--- src/rtl/instr_fetch_obi_pkg.sv ---
// rtl/instr_fetch_obi_pkg.sv - shared types and constants for the instruction fetch unit
package instr_fetch_obi_pkg;

  localparam logic [31:0] BOOT_ADDR_DEFAULT = 32'h8000_0000;

  typedef struct packed {
    logic [31:0] pc;
    logic [31:0] instr;
  } fetch_entry_t;

  function automatic logic [31:0] word_align(input logic [31:0] addr);
    return {addr[31:2], 2'b00};
  endfunction

endpackage

--- src/rtl/instr_fetch_obi_fifo.sv ---
// rtl/instr_fetch_obi_fifo.sv - synchronous FIFO of fetch entries with flush and occupancy count
module fetch_fifo
  import instr_fetch_obi_pkg::*;
#(
  parameter int DEPTH = 4,
  localparam int CW = $clog2(DEPTH + 1)
) (
  input  logic         clock,
  input  logic         reset,
  input  logic         flush,
  input  logic         push,
  input  fetch_entry_t push_data,
  input  logic         pop,
  output fetch_entry_t head,
  output logic         valid,
  output logic [CW-1:0] count
);

  localparam int AW = (DEPTH > 1) ? $clog2(DEPTH) : 1;

  fetch_entry_t  mem [DEPTH];
  logic [AW-1:0] rd_ptr;
  logic [AW-1:0] wr_ptr;
  logic          do_push;
  logic          do_pop;

  function automatic logic [AW-1:0] next_ptr(input logic [AW-1:0] p);
    return (p == AW'(DEPTH - 1)) ? '0 : p + 1'b1;
  endfunction

  assign valid   = (count != '0);
  assign do_pop  = pop && valid;
  assign do_push = push && ((count != CW'(DEPTH)) || do_pop);
  assign head    = mem[rd_ptr];

  always_ff @(posedge clock) begin
    if (reset) begin
      rd_ptr <= '0;
      wr_ptr <= '0;
      count  <= '0;
      for (int i = 0; i < DEPTH; i++) begin
        mem[i] <= '0;
      end
    end else if (flush) begin
      rd_ptr <= '0;
      wr_ptr <= '0;
      count  <= '0;
    end else begin
      if (do_push) begin
        mem[wr_ptr] <= push_data;
        wr_ptr      <= next_ptr(wr_ptr);
      end
      if (do_pop) begin
        rd_ptr <= next_ptr(rd_ptr);
      end
      count <= count + CW'(do_push) - CW'(do_pop);
    end
  end

endmodule

--- src/rtl/instr_fetch_obi.sv ---
// rtl/instr_fetch_obi.sv - OBI instruction fetch initiator with credit-based issue and redirect flush
module instr_fetch_obi
  import instr_fetch_obi_pkg::*;
#(
  parameter logic [31:0] BOOT_ADDR       = BOOT_ADDR_DEFAULT,
  parameter int          FIFO_DEPTH      = 4,
  parameter int          MAX_OUTSTANDING = 2
) (
  input  logic        clock,
  input  logic        reset,
  output logic        instr_req_o,
  output logic [31:0] instr_addr_o,
  input  logic        instr_gnt_i,
  input  logic        instr_rvalid_i,
  input  logic [31:0] instr_rdata_i,
  input  logic        redirect_i,
  input  logic [31:0] redirect_pc_i,
  output logic        fetch_valid_o,
  output logic [31:0] fetch_instr_o,
  output logic [31:0] fetch_pc_o,
  input  logic        fetch_ready_i
);

  localparam int FCW = $clog2(FIFO_DEPTH + 1);
  localparam int OW  = $clog2(MAX_OUTSTANDING + 1);

  logic [31:0]    pc;
  logic [31:0]    pc_next;
  logic [31:0]    target;
  logic [31:0]    redirect_target;
  logic           pending_redirect;
  logic [OW-1:0]  outstanding;
  logic [OW-1:0]  outstanding_next;
  logic [OW-1:0]  discard;
  logic [OW-1:0]  discard_next;
  logic [FCW-1:0] fifo_count;
  logic [FCW-1:0] fifo_count_next;
  logic           handshake;
  logic           hold;
  logic           resp;
  logic           fifo_push;
  logic           fifo_pop;
  logic           credit;
  logic           q_valid;
  logic [OW-1:0]  q_count;
  fetch_entry_t   fifo_head;
  fetch_entry_t   fifo_push_data;
  fetch_entry_t   q_head;
  fetch_entry_t   q_push_data;
  logic           unused_q_instr;

  assign handshake      = instr_req_o & instr_gnt_i;
  assign hold           = instr_req_o & ~instr_gnt_i;
  // q_valid mirrors outstanding != 0; a stray rvalid is simply ignored
  assign resp           = instr_rvalid_i & q_valid;
  assign fifo_push      = resp & (discard == '0);
  assign fifo_pop       = fetch_valid_o & fetch_ready_i & ~redirect_i;
  assign fifo_push_data = '{pc: q_head.pc, instr: instr_rdata_i};
  assign q_push_data    = '{pc: instr_addr_o, instr: 32'd0};
  assign target         = word_align(redirect_pc_i);
  assign fetch_instr_o  = fifo_head.instr;
  assign fetch_pc_o     = fifo_head.pc;
  assign unused_q_instr = ^q_head.instr;

  always_comb begin
    outstanding_next = outstanding + OW'(handshake) - OW'(resp);
    fifo_count_next  = redirect_i ? '0 : fifo_count + FCW'(fifo_push) - FCW'(fifo_pop);
    // Everything still in flight after a redirect belongs to the old path
    if (redirect_i) begin
      discard_next = outstanding_next;
    end else begin
      discard_next = discard - OW'(resp && (discard != '0)) + OW'(handshake && pending_redirect);
    end
    pc_next = pc;
    if (redirect_i && !hold) begin
      pc_next = target;
    end else if (handshake) begin
      pc_next = pending_redirect ? redirect_target : pc + 32'd4;
    end
    credit = (32'(outstanding_next) < MAX_OUTSTANDING) &&
             ((32'(fifo_count_next) + 32'(outstanding_next)) < FIFO_DEPTH);
  end

  always_ff @(posedge clock) begin
    if (reset) begin
      pc               <= BOOT_ADDR;
      outstanding      <= '0;
      discard          <= '0;
      pending_redirect <= 1'b0;
      redirect_target  <= BOOT_ADDR;
      instr_req_o      <= 1'b0;
      instr_addr_o     <= BOOT_ADDR;
    end else begin
      pc          <= pc_next;
      outstanding <= outstanding_next;
      discard     <= discard_next;
      if (redirect_i && hold) begin
        pending_redirect <= 1'b1;
        redirect_target  <= target;
      end else if (handshake || redirect_i) begin
        pending_redirect <= 1'b0;
      end
      // A presented but ungranted request is never retracted or changed
      if (hold) begin
        instr_req_o <= 1'b1;
      end else begin
        instr_req_o  <= credit;
        instr_addr_o <= pc_next;
      end
    end
  end

  fetch_fifo #(.DEPTH(FIFO_DEPTH)) u_fetch_fifo (
    .clock     (clock),
    .reset     (reset),
    .flush     (redirect_i),
    .push      (fifo_push),
    .push_data (fifo_push_data),
    .pop       (fifo_pop),
    .head      (fifo_head),
    .valid     (fetch_valid_o),
    .count     (fifo_count)
  );

  fetch_fifo #(.DEPTH(MAX_OUTSTANDING)) u_addr_queue (
    .clock     (clock),
    .reset     (reset),
    .flush     (1'b0),
    .push      (handshake),
    .push_data (q_push_data),
    .pop       (resp),
    .head      (q_head),
    .valid     (q_valid),
    .count     (q_count)
  );

  always @(posedge clock) begin
    if (!reset) begin
      assert (!(instr_rvalid_i && (outstanding == '0)));
      assert (32'(outstanding) <= MAX_OUTSTANDING);
      assert (q_count == outstanding);
    end
  end

endmodule

--- config.mk ---
export PLATFORM = sky130hd
export DESIGN_NAME = instr_fetch_obi
export DESIGN_NICKNAME = d
export VERILOG_FILES = /design/src/rtl/instr_fetch_obi_pkg.sv /design/src/rtl/instr_fetch_obi_fifo.sv /design/src/rtl/instr_fetch_obi.sv
export SDC_FILE = /design/constraint.sdc
export NUM_CORES = 1
export LEC_CHECK = 0
export CORE_MARGIN = 1
export CORE_UTILIZATION = 62
export DETAILED_ROUTE_END_ITERATION = 16
export PLACE_DENSITY_LB_ADDON = 0.05
export REMOVE_ABC_BUFFERS = 1
export SYNTH_ARGS = -nofsm -noshare
export SYNTH_HDL_FRONTEND = slang
export SYNTH_SLANG_ARGS = --single-unit
--- constraint.sdc ---
create_clock -name clock -period 8.19 [get_ports clock]
set_input_delay 1.638 -clock clock [delete_from_list [all_inputs] [get_ports clock]]
set_output_delay 1.638 -clock clock [all_outputs]
set_load 0.02 [all_outputs]
Word level (Yosys, flattened, before mapping)
Memory sizes are Yosys's and may differ from the RTL's. A register that Yosys moved wholly into a read port is not among the register bits.
Cells that the tools add are included.
- logic and storage cells: 97
- output and inout port bits: 98
- memories: 2
- input bits: 70
- register bits: 111
- memory bits (writable): 320
- bitwise gates (word level): 8
- add/sub/neg operators: 16
- $lt $le $gt $ge: 2
- mux-type cells: 31
- reductions and logical operators: 21
- equality and inequality tests: 4
- memories (memory ; words ; bits a word ; read ports ; clocked after memory_dff ; write ports ; RTL line ; source):
    u_fetch_fifo.mem ; 4 ; 64 ; 1 ; 1 ; 4 ; instr_fetch_obi_fifo.sv:21 ; fetch_entry_t mem [DEPTH];
    u_addr_queue.mem ; 2 ; 32 ; 1 ; 1 ; 2 ; instr_fetch_obi_fifo.sv:21 ;
- operators with widths (kind ; count):
    $mux W32 ; 4
    $mux W64 ; 1
    $reduce_or A64 Y1 ; 1
    $add A32 B3 Y32 const B ; 1
    $reduce_or A32 Y1 ; 1
    $mux W1 ; 19
    $mux W2 ; 6
    $logic_and A1 B1 Y1 ; 9
    $add A2 B1 Y2 ; 3
    $add A3 B1 Y3 ; 2
    $and A1 B1 Y1 ; 6
    $reduce_bool A2 Y1 ; 3
    $sub A2 B1 Y2 ; 3
    $sub A3 B1 Y3 ; 2
    $add A2 B1 Y2 const B ; 2
    $add A3 B2 Y4 ; 1
    $eq A2 B2 Y1 const B ; 2
    $lt A4 B3 Y1 const B ; 1
    $logic_or A1 B1 Y1 ; 3
    $mux W3 ; 1
    $ne A3 B3 Y1 const B ; 1
    $reduce_bool A3 Y1 ; 1
    $add A1 B1 Y1 const B ; 2
    $logic_not A2 Y1 ; 1
    other kinds (5) ; 6

Depth between registers and ports, before layout
Gate-level depths: netlist of run 1.
- depth after elaboration: 12
- depth in mapped cells: 15
- depth with buffers taken out: 13

Modules after synthesis
Synthesis of run 1 repeated with hierarchy kept, for this count alone.
- cells, all modules: 1678
- area total of the unflattened synthesis: 22381.5 um2
- modules (own cells, without submodules) (module ; times used ; sequential area each (um2) ; area an instance (um2) ; cells an instance):
    fetch_fifo at u_fetch_fifo ; 1 ; 7867.5 ; 11649.9 ; 681
    fetch_fifo at u_addr_queue ; 1 ; 3943.8 ; 5854.4 ; 367
    instr_fetch_obi ; 1 ; 2001.9 ; 4877.2 ; 630

Worst setup path before layout of run 1
No wires, ideal clock.
- path kind: input-to-reg
- from: in instr_gnt_i
- to: mem u_addr_queue.mem[0][0] in the netlist's numbering, enable pin
- library setup time: 466 ps
- data required time: 7724 ps
- data arrival time: 4405 ps
- path buffers: 1
- slack: 3320 ps
- cell stages on the path: 4
- cell sequence: and2_1 buf_2 o21ai_0 o21ai_0
- RTL lines (item ; RTL line ; source):
    start: declaration ; instr_fetch_obi.sv:13 ; input logic instr_gnt_i,
    end: declaration ; instr_fetch_obi_fifo.sv:21 ;

==> out/metrics.cfg, run 1 <==
[cells_and_area]
fillers=1968
area_growth_pct=17.8
final_cells=2096
seq_area_sq_um=11900
nets=1761
n_antenna_cell=0
multi_input_area_sq_um=6720
drive_above_1_share_pct=11.5

[clock_network]
postCtsHoldBufs=0
cts_buffer_depth=3
insertion_delay_ps=530
root_buffer=clkbuf_16
cts.repair.resized=0
cts_tree=yes
cts.sinks=434
cts.reportedPaths.clkPinSlew_ps=60
htree_levels=2
post-cts-setup-buffers=0
cts_buffers=44

[detailed_routing]
vias=12761
ant_nets=0
drtIter0Drc=969
dr.pass1.iters=6
drcViolationCount=0
wl_per_cell_um=20.9
drt-total-wl_um=43800
via_per_inst=6.09

[grt]
grt_pass1_vias=12498
grt_pass1_wl_um=68100
antenna_found_initial=0
grt.overflow.total=0
grt_usage_pct=28.2
grt_max_degree=65

[hold_path]
hold_class=reg2reg
whs_endpoint=redirect_target[22]
hold_depth=2
min_from=redirect_target[22]

[critical_path]
arrival_ps=5060
worst_ep_required_time_ps=8380
r2r_end=u_fetch_fifo.mem[0][7]
ff2ff_setup_slack_ps=4690
endpoint_kind=flip-flop
start_kind=input port
reg2reg_depth=8
crit_type=in2reg
worstPathMaxFanout=36
r2r-start=u_addr_queue.count[1]

[sta]
period_share_pct=59.5
clock.fmax_mhz=205
setup_viol=0
report.final.slew_viol_count=0
fin_crit_ps=4870
hold_viol=0
whs_ps=452
finalClockSkew_ps=16.2
fin_setup_tns_ps=0
worst_pin_slew_ps=1010
rsz0062_at_grt=false
slew_headroom_pct=32.8

[place]
io_buffers=165
place_congestion=0.897
dp_hpwl_um=26600
dp_cells=2019

[yosys]
synth_cell_type_count=64
syn_area_per_cell_sq_um=12.4
synth_warnings=0
synth_seq_cells=434
synth_cells=1543
synthTopCellsByCount=edfxtp_1, nor2_1, and2_1, nand2_1, dfxtp_1
syn-cell-area_sq_um=19100
yosysSeqAreaShare_pct=62.3
async_reset_ff_share_pct=0
ys_top_cells_by_area=edfxtp_1, dfxtp_1, mux4_2, and2_1, nor2_1
yosysMostFrequentCell=edfxtp_1
synth_top_area_share_pct=50.4
synth-edff-count=320
yosysTopAreaCell=edfxtp_1
synth_ff_type=edfxtp_1

[die]
start_util_pct=63.7
rows=63
ioPinCount=168
die_h_um=177
coreArea_sq_um=30000
die-area_sq_um=31500
chipWidth_um=177

[power_and_ir_drop]
leakagePower_nw=8.26
worst_ir_drop_vdd_mv=0.202
p_per_area_nw_per_um2=249

[run]
drv_cap=0

[outcome]
outcome=finished clean

registers in the layout, summed over array words and instances (netlist names), 3 cells and up, named ones only:
| name | flops |
|---|---|
| u_fetch_fifo.mem | 256 |
| u_addr_queue.mem | 64 |
| instr_addr_o | 32 |
| pc | 32 |
| redirect_target | 30 |
| u_fetch_fifo.count | 3 |
how the worst max path moves through the flow:
| stage | depth (start not counted) | startpoint | endpoint | slack (ps) |
|---|---|---|---|---|
| after global placement | 8 | redirect_i | u_fetch_fifo.mem[0][7] | 2790 |
| after floorplan | 6 | instr_rvalid_i | u_fetch_fifo.mem[1][0] | 1880 |
| after detailed placement | 8 | redirect_i | u_fetch_fifo.mem[0][7] | 2760 |
| after global routing | 8 | redirect_i | u_fetch_fifo.mem[0][7] | 3130 |
| after CTS | 3 | flip-flop | fetch_pc_o[26] | 3280 |
| final | 8 | redirect_i | u_fetch_fifo.mem[0][7] | 3320 |
cells in the final DEF, fill, tap and decap left out, types with 4 or more instances in the layout:
master,instances
and3_1,77
nand3_1,25
ha_1,14
mux4_2,64
clkinv_2,6
nand2_1,116
xor2_1,8
o22ai_1,17
a31oi_1,6
nor2_1,206
nand4_1,8
a311oi_1,5
dfxtp_2,4
xnor2_1,7
o211ai_1,4
a211oi_1,17
bufinv_16,4
inv_1,17
and2_1,133
a21oi_1,89
a221oi_1,5
edfxtp_1,320
o31ai_1,5
dfxtp_1,109
nor2b_1,5
buf_4,32
clkdlybuf4s50_1,164
clkinvlp_4,7
clkbuf_16,45
clkinv_1,7
mux2i_1,44
clkbuf_1,4
or3_1,7
and4_1,7
nor3_1,22
o21ai_0,29
per-stage QoR:
stage          setup WS (ps)  area, sq um  util, %  total power [W]
2_1_floorplan           1880        18600        -          0.00327
3_3_place_gp            2790        21100     70.3          0.00365
3_5_place_dp            2760        21100     70.3          0.00368
4_1_cts                 3280        22500     75.1          0.00562
5_1_grt                 3130        22500     75.1          0.00581
6_report                3320        22500     75.1          0.00560
per-layer routing:
metal / vias up / share of wire [%] / global-route usage (%)
met1: 6301 / 41 / 36.7
met5: - / 0 / 0
met4: 0 / 2.6 / 10.0
met2: 453 / 50 / 47.9
met3: 92 / 6.6 / 4.50
li1: 5915 / - / -
critical path, cell delays in order:
cell             delay, ps
clkdlybuf4s50_1        680
nor2_1                 390
o211ai_1               140
buf_4                  300
or3_1                  350
buf_4                  270
nand2_2                760
buf_4                  480
report_power, final:
| group | internal (W) | switching, W | total [W] |
|---|---|---|---|
| sequential | 0.00256 | 0.000151 | 0.00271 |
| clock | 0.00114 | 0.000816 | 0.00196 |
| combinational | 0.000380 | 0.000558 | 0.000938 |
| total | 0.00408 | 0.00153 | 0.00560 |
final cells by class:
cell class,instances,share of cell area [%]
Inverter,20,0.334
Clock inverter,27,1.15
Clock buffer,50,5.14
Timing Repair Buffer,197,8.39
Sequential cell,434,52.9
Multi-Input combinational cell,978,29.9
Tap cell,390,2.17
logic make-up after synthesis:
logic type,Yosys count,share of synthesized area [%]
compound gates,203,6.48
flops,434,62.3
xor+xnor,15,0.688
simple gates,634,16.7
buf+inv,131,2.67
fa+ha+maj,16,1.13
mux,110,9.98
Note: power is estimated with default switching activity, not from simulation.
==> run 2, diff against run 1 <==
- CORE_UTILIZATION: 62 -> 52
- clock period: 8.19 -> 4.4 ns (I/O delays scaled with it)
==> run 2 against run 1 <==
Against the previous run: die area grew 19%; sequential share of layout area shrank 0.53 points; critical endpoint is now fetch_instr_o[18]; first-iteration DRC count grew 5.3%.
==> out/metrics.cfg, run 2 (synthesized netlist as in run 1, its figures left out) <==
[clock_network]
cts_buffer_depth=3  ; unchanged
postCtsHoldBufs=0  ; unchanged
cts.sinks=434  ; unchanged
insertion_delay_ps=580  ; was 530 ps
cts_tree=yes  ; unchanged
htree_levels=2  ; unchanged
root_buffer=clkbuf_16  ; unchanged
post-cts-setup-buffers=0  ; unchanged
cts_buffers=45  ; was 44
cts.reportedPaths.clkPinSlew_ps=60  ; about the same
cts.repair.resized=0  ; unchanged

[place]
dp_cells=2101  ; was 2019
place_congestion=0.893  ; was 0.897
dp_hpwl_um=28200  ; was 26600 um
io_buffers=165  ; unchanged

[sta]
finalClockSkew_ps=20.5  ; was 16.2 ps
hold_viol=0  ; unchanged
rsz0062_at_grt=false  ; unchanged
report.final.slew_viol_count=0  ; unchanged
worst_pin_slew_ps=1070  ; was 1010 ps
fin_crit_ps=3680
setup_viol=0  ; unchanged
fin_setup_tns_ps=0  ; unchanged
clock.fmax_mhz=272
period_share_pct=83.6
slew_headroom_pct=28.7  ; was 32.8%

[detailed_routing]
vias=12656  ; was 12761
wl_per_cell_um=21.0  ; was 20.9 um
ant_nets=0  ; unchanged
drtIter0Drc=1020  ; was 969
dr.pass1.iters=5  ; was 6
drt-total-wl_um=46000  ; was 43800 um
via_per_inst=5.79  ; was 6.09
drcViolationCount=0  ; unchanged

[critical_path]
crit_type=reg2out  ; was in2reg
critPathMaxStageDelay_ps=780  ; was 760 ps
crit_chain=buf_4 -> mux4_2 -> clkdlybuf4s50_1  ; was clkdlybuf4s50_1 -> nor2_1 -> o211ai_1 -> buf_4 -> or3_1 -> buf_4 -> nand2_2 -> buf_4
cp_num_buf_inv=2  ; was 4
start_kind=flip-flop  ; was input port
crit_family=buffers and inverters  ; unchanged
endpoint_kind=primary output  ; was flip-flop
arrival_ps=2800  ; was 5060 ps
cp_slowest_cell=dfxtp_4  ; was nand2_2
worstPathMaxFanout=31  ; was 36
worst_ep_required_time_ps=3520  ; was 8380 ps

[die]
ioPinCount=168  ; unchanged
die-area_sq_um=37500  ; was 31500 sq um
coreArea_sq_um=35800  ; was 30000 sq um
die_h_um=194  ; was 177 um
start_util_pct=53.3  ; was 63.7%
rows=69  ; was 63
chipWidth_um=194  ; was 177 um

[grt]
grt.overflow.total=0  ; unchanged
grt_pass1_wl_um=72500  ; was 68100 um
antenna_found_initial=0  ; unchanged
grt_max_degree=84  ; was 65
grt_pass1_vias=12437  ; was 12498
grt_usage_pct=25.0  ; was 28.2%

[power_and_ir_drop]
leakagePower_nw=8.35  ; was 8.26 nW
p_per_area_nw_per_um2=461  ; was 249 nW/um^2
worst_ir_drop_vdd_mv=0.338  ; was 0.202 mV
power.total_w=0.0105  ; was 0.00560 W

[cells_and_area]
reg.largest.list=u_fetch_fifo.mem (256), u_addr_queue.mem (64)  ; unchanged
final_common_cell=edfxtp_1  ; unchanged
n_antenna_cell=0  ; unchanged
final_cells=2184  ; was 2096
area_growth_pct=19.0  ; was 17.8%
final_cell_mix=edfxtp_1, nor2_1, clkdlybuf4s50_1, and2_1, nand2_1  ; unchanged
drive_above_1_share_pct=11.5  ; about the same
largest_register_ffs=256  ; unchanged
top_register=u_fetch_fifo.mem  ; unchanged
nets=1773  ; was 1761

[hold_path]
hold_class=reg2reg  ; unchanged

[outcome]
outcome=finished clean  ; unchanged

[run]
drv_cap=0  ; unchanged

## run 2: power by group
group | switching [W] | internal [W] | total (W)
Clock | 0.00156 | 0.00208 | 0.00365
Combinational | 0.00105 | 0.000728 | 0.00178
Sequential | 0.000284 | 0.00475 | 0.00504
## run 2: worst reg2reg max path, stage by stage (launching register included)
cell,delay (ps)
dfxtp_1,380
or3_1,460
nand2_1,190
nor2_1,70
ha_1,280
inv_1,40
ha_1,160
inv_1,70
fa_1,410
nor2_1,130
ha_1,250
a31oi_1,150
o21ai_0,90
a21oi_1,150
## run 2: layout make-up
| type | count | area, sq um |
|---|---|---|
| multi-input cells | 978 | 6710 |
| fillers | 2777 | 13100 |
| clock inverters | 24 | 209 |
| flip-flops and latches | 434 | 11900 |
| inverters | 20 | 75.1 |
| clock buffers | 59 | 1190 |
| repair buffers | 208 | 2040 |
| well taps | 461 | 577 |
## run 2: per-stage QoR
stage	util, %	worst slack [ps]	hold WS [ps]	instance area [sq um]
after floorplan	-	-1150	426	18600
after global placement	59.5	788	438	21300
after detailed placement	59.5	756	445	21300
after CTS	63.4	646	454	22700
after global routing	63.4	564	478	22700
final	63.4	722	453	22700
## run 2: routing by layer
metal	vias up	wire length (um)	global-route usage, %
li1	5945	-	-
met5	-	0	0
met3	69	2860	3.87
met4	0	1010	7.14
met2	436	22500	41.1
met1	6206	19600	34.6
## run 2: path summary, 6_finish.rpt
path,from,to,slack [ps],cells after the start
max,flip-flop,fetch_instr_o[18],720,3
max reg2reg,u_fetch_fifo.count[1],instr_req_o,1520,13
min,redirect_target[19],redirect_target[19],450,2
min reg2reg,redirect_target[19],redirect_target[19],450,2
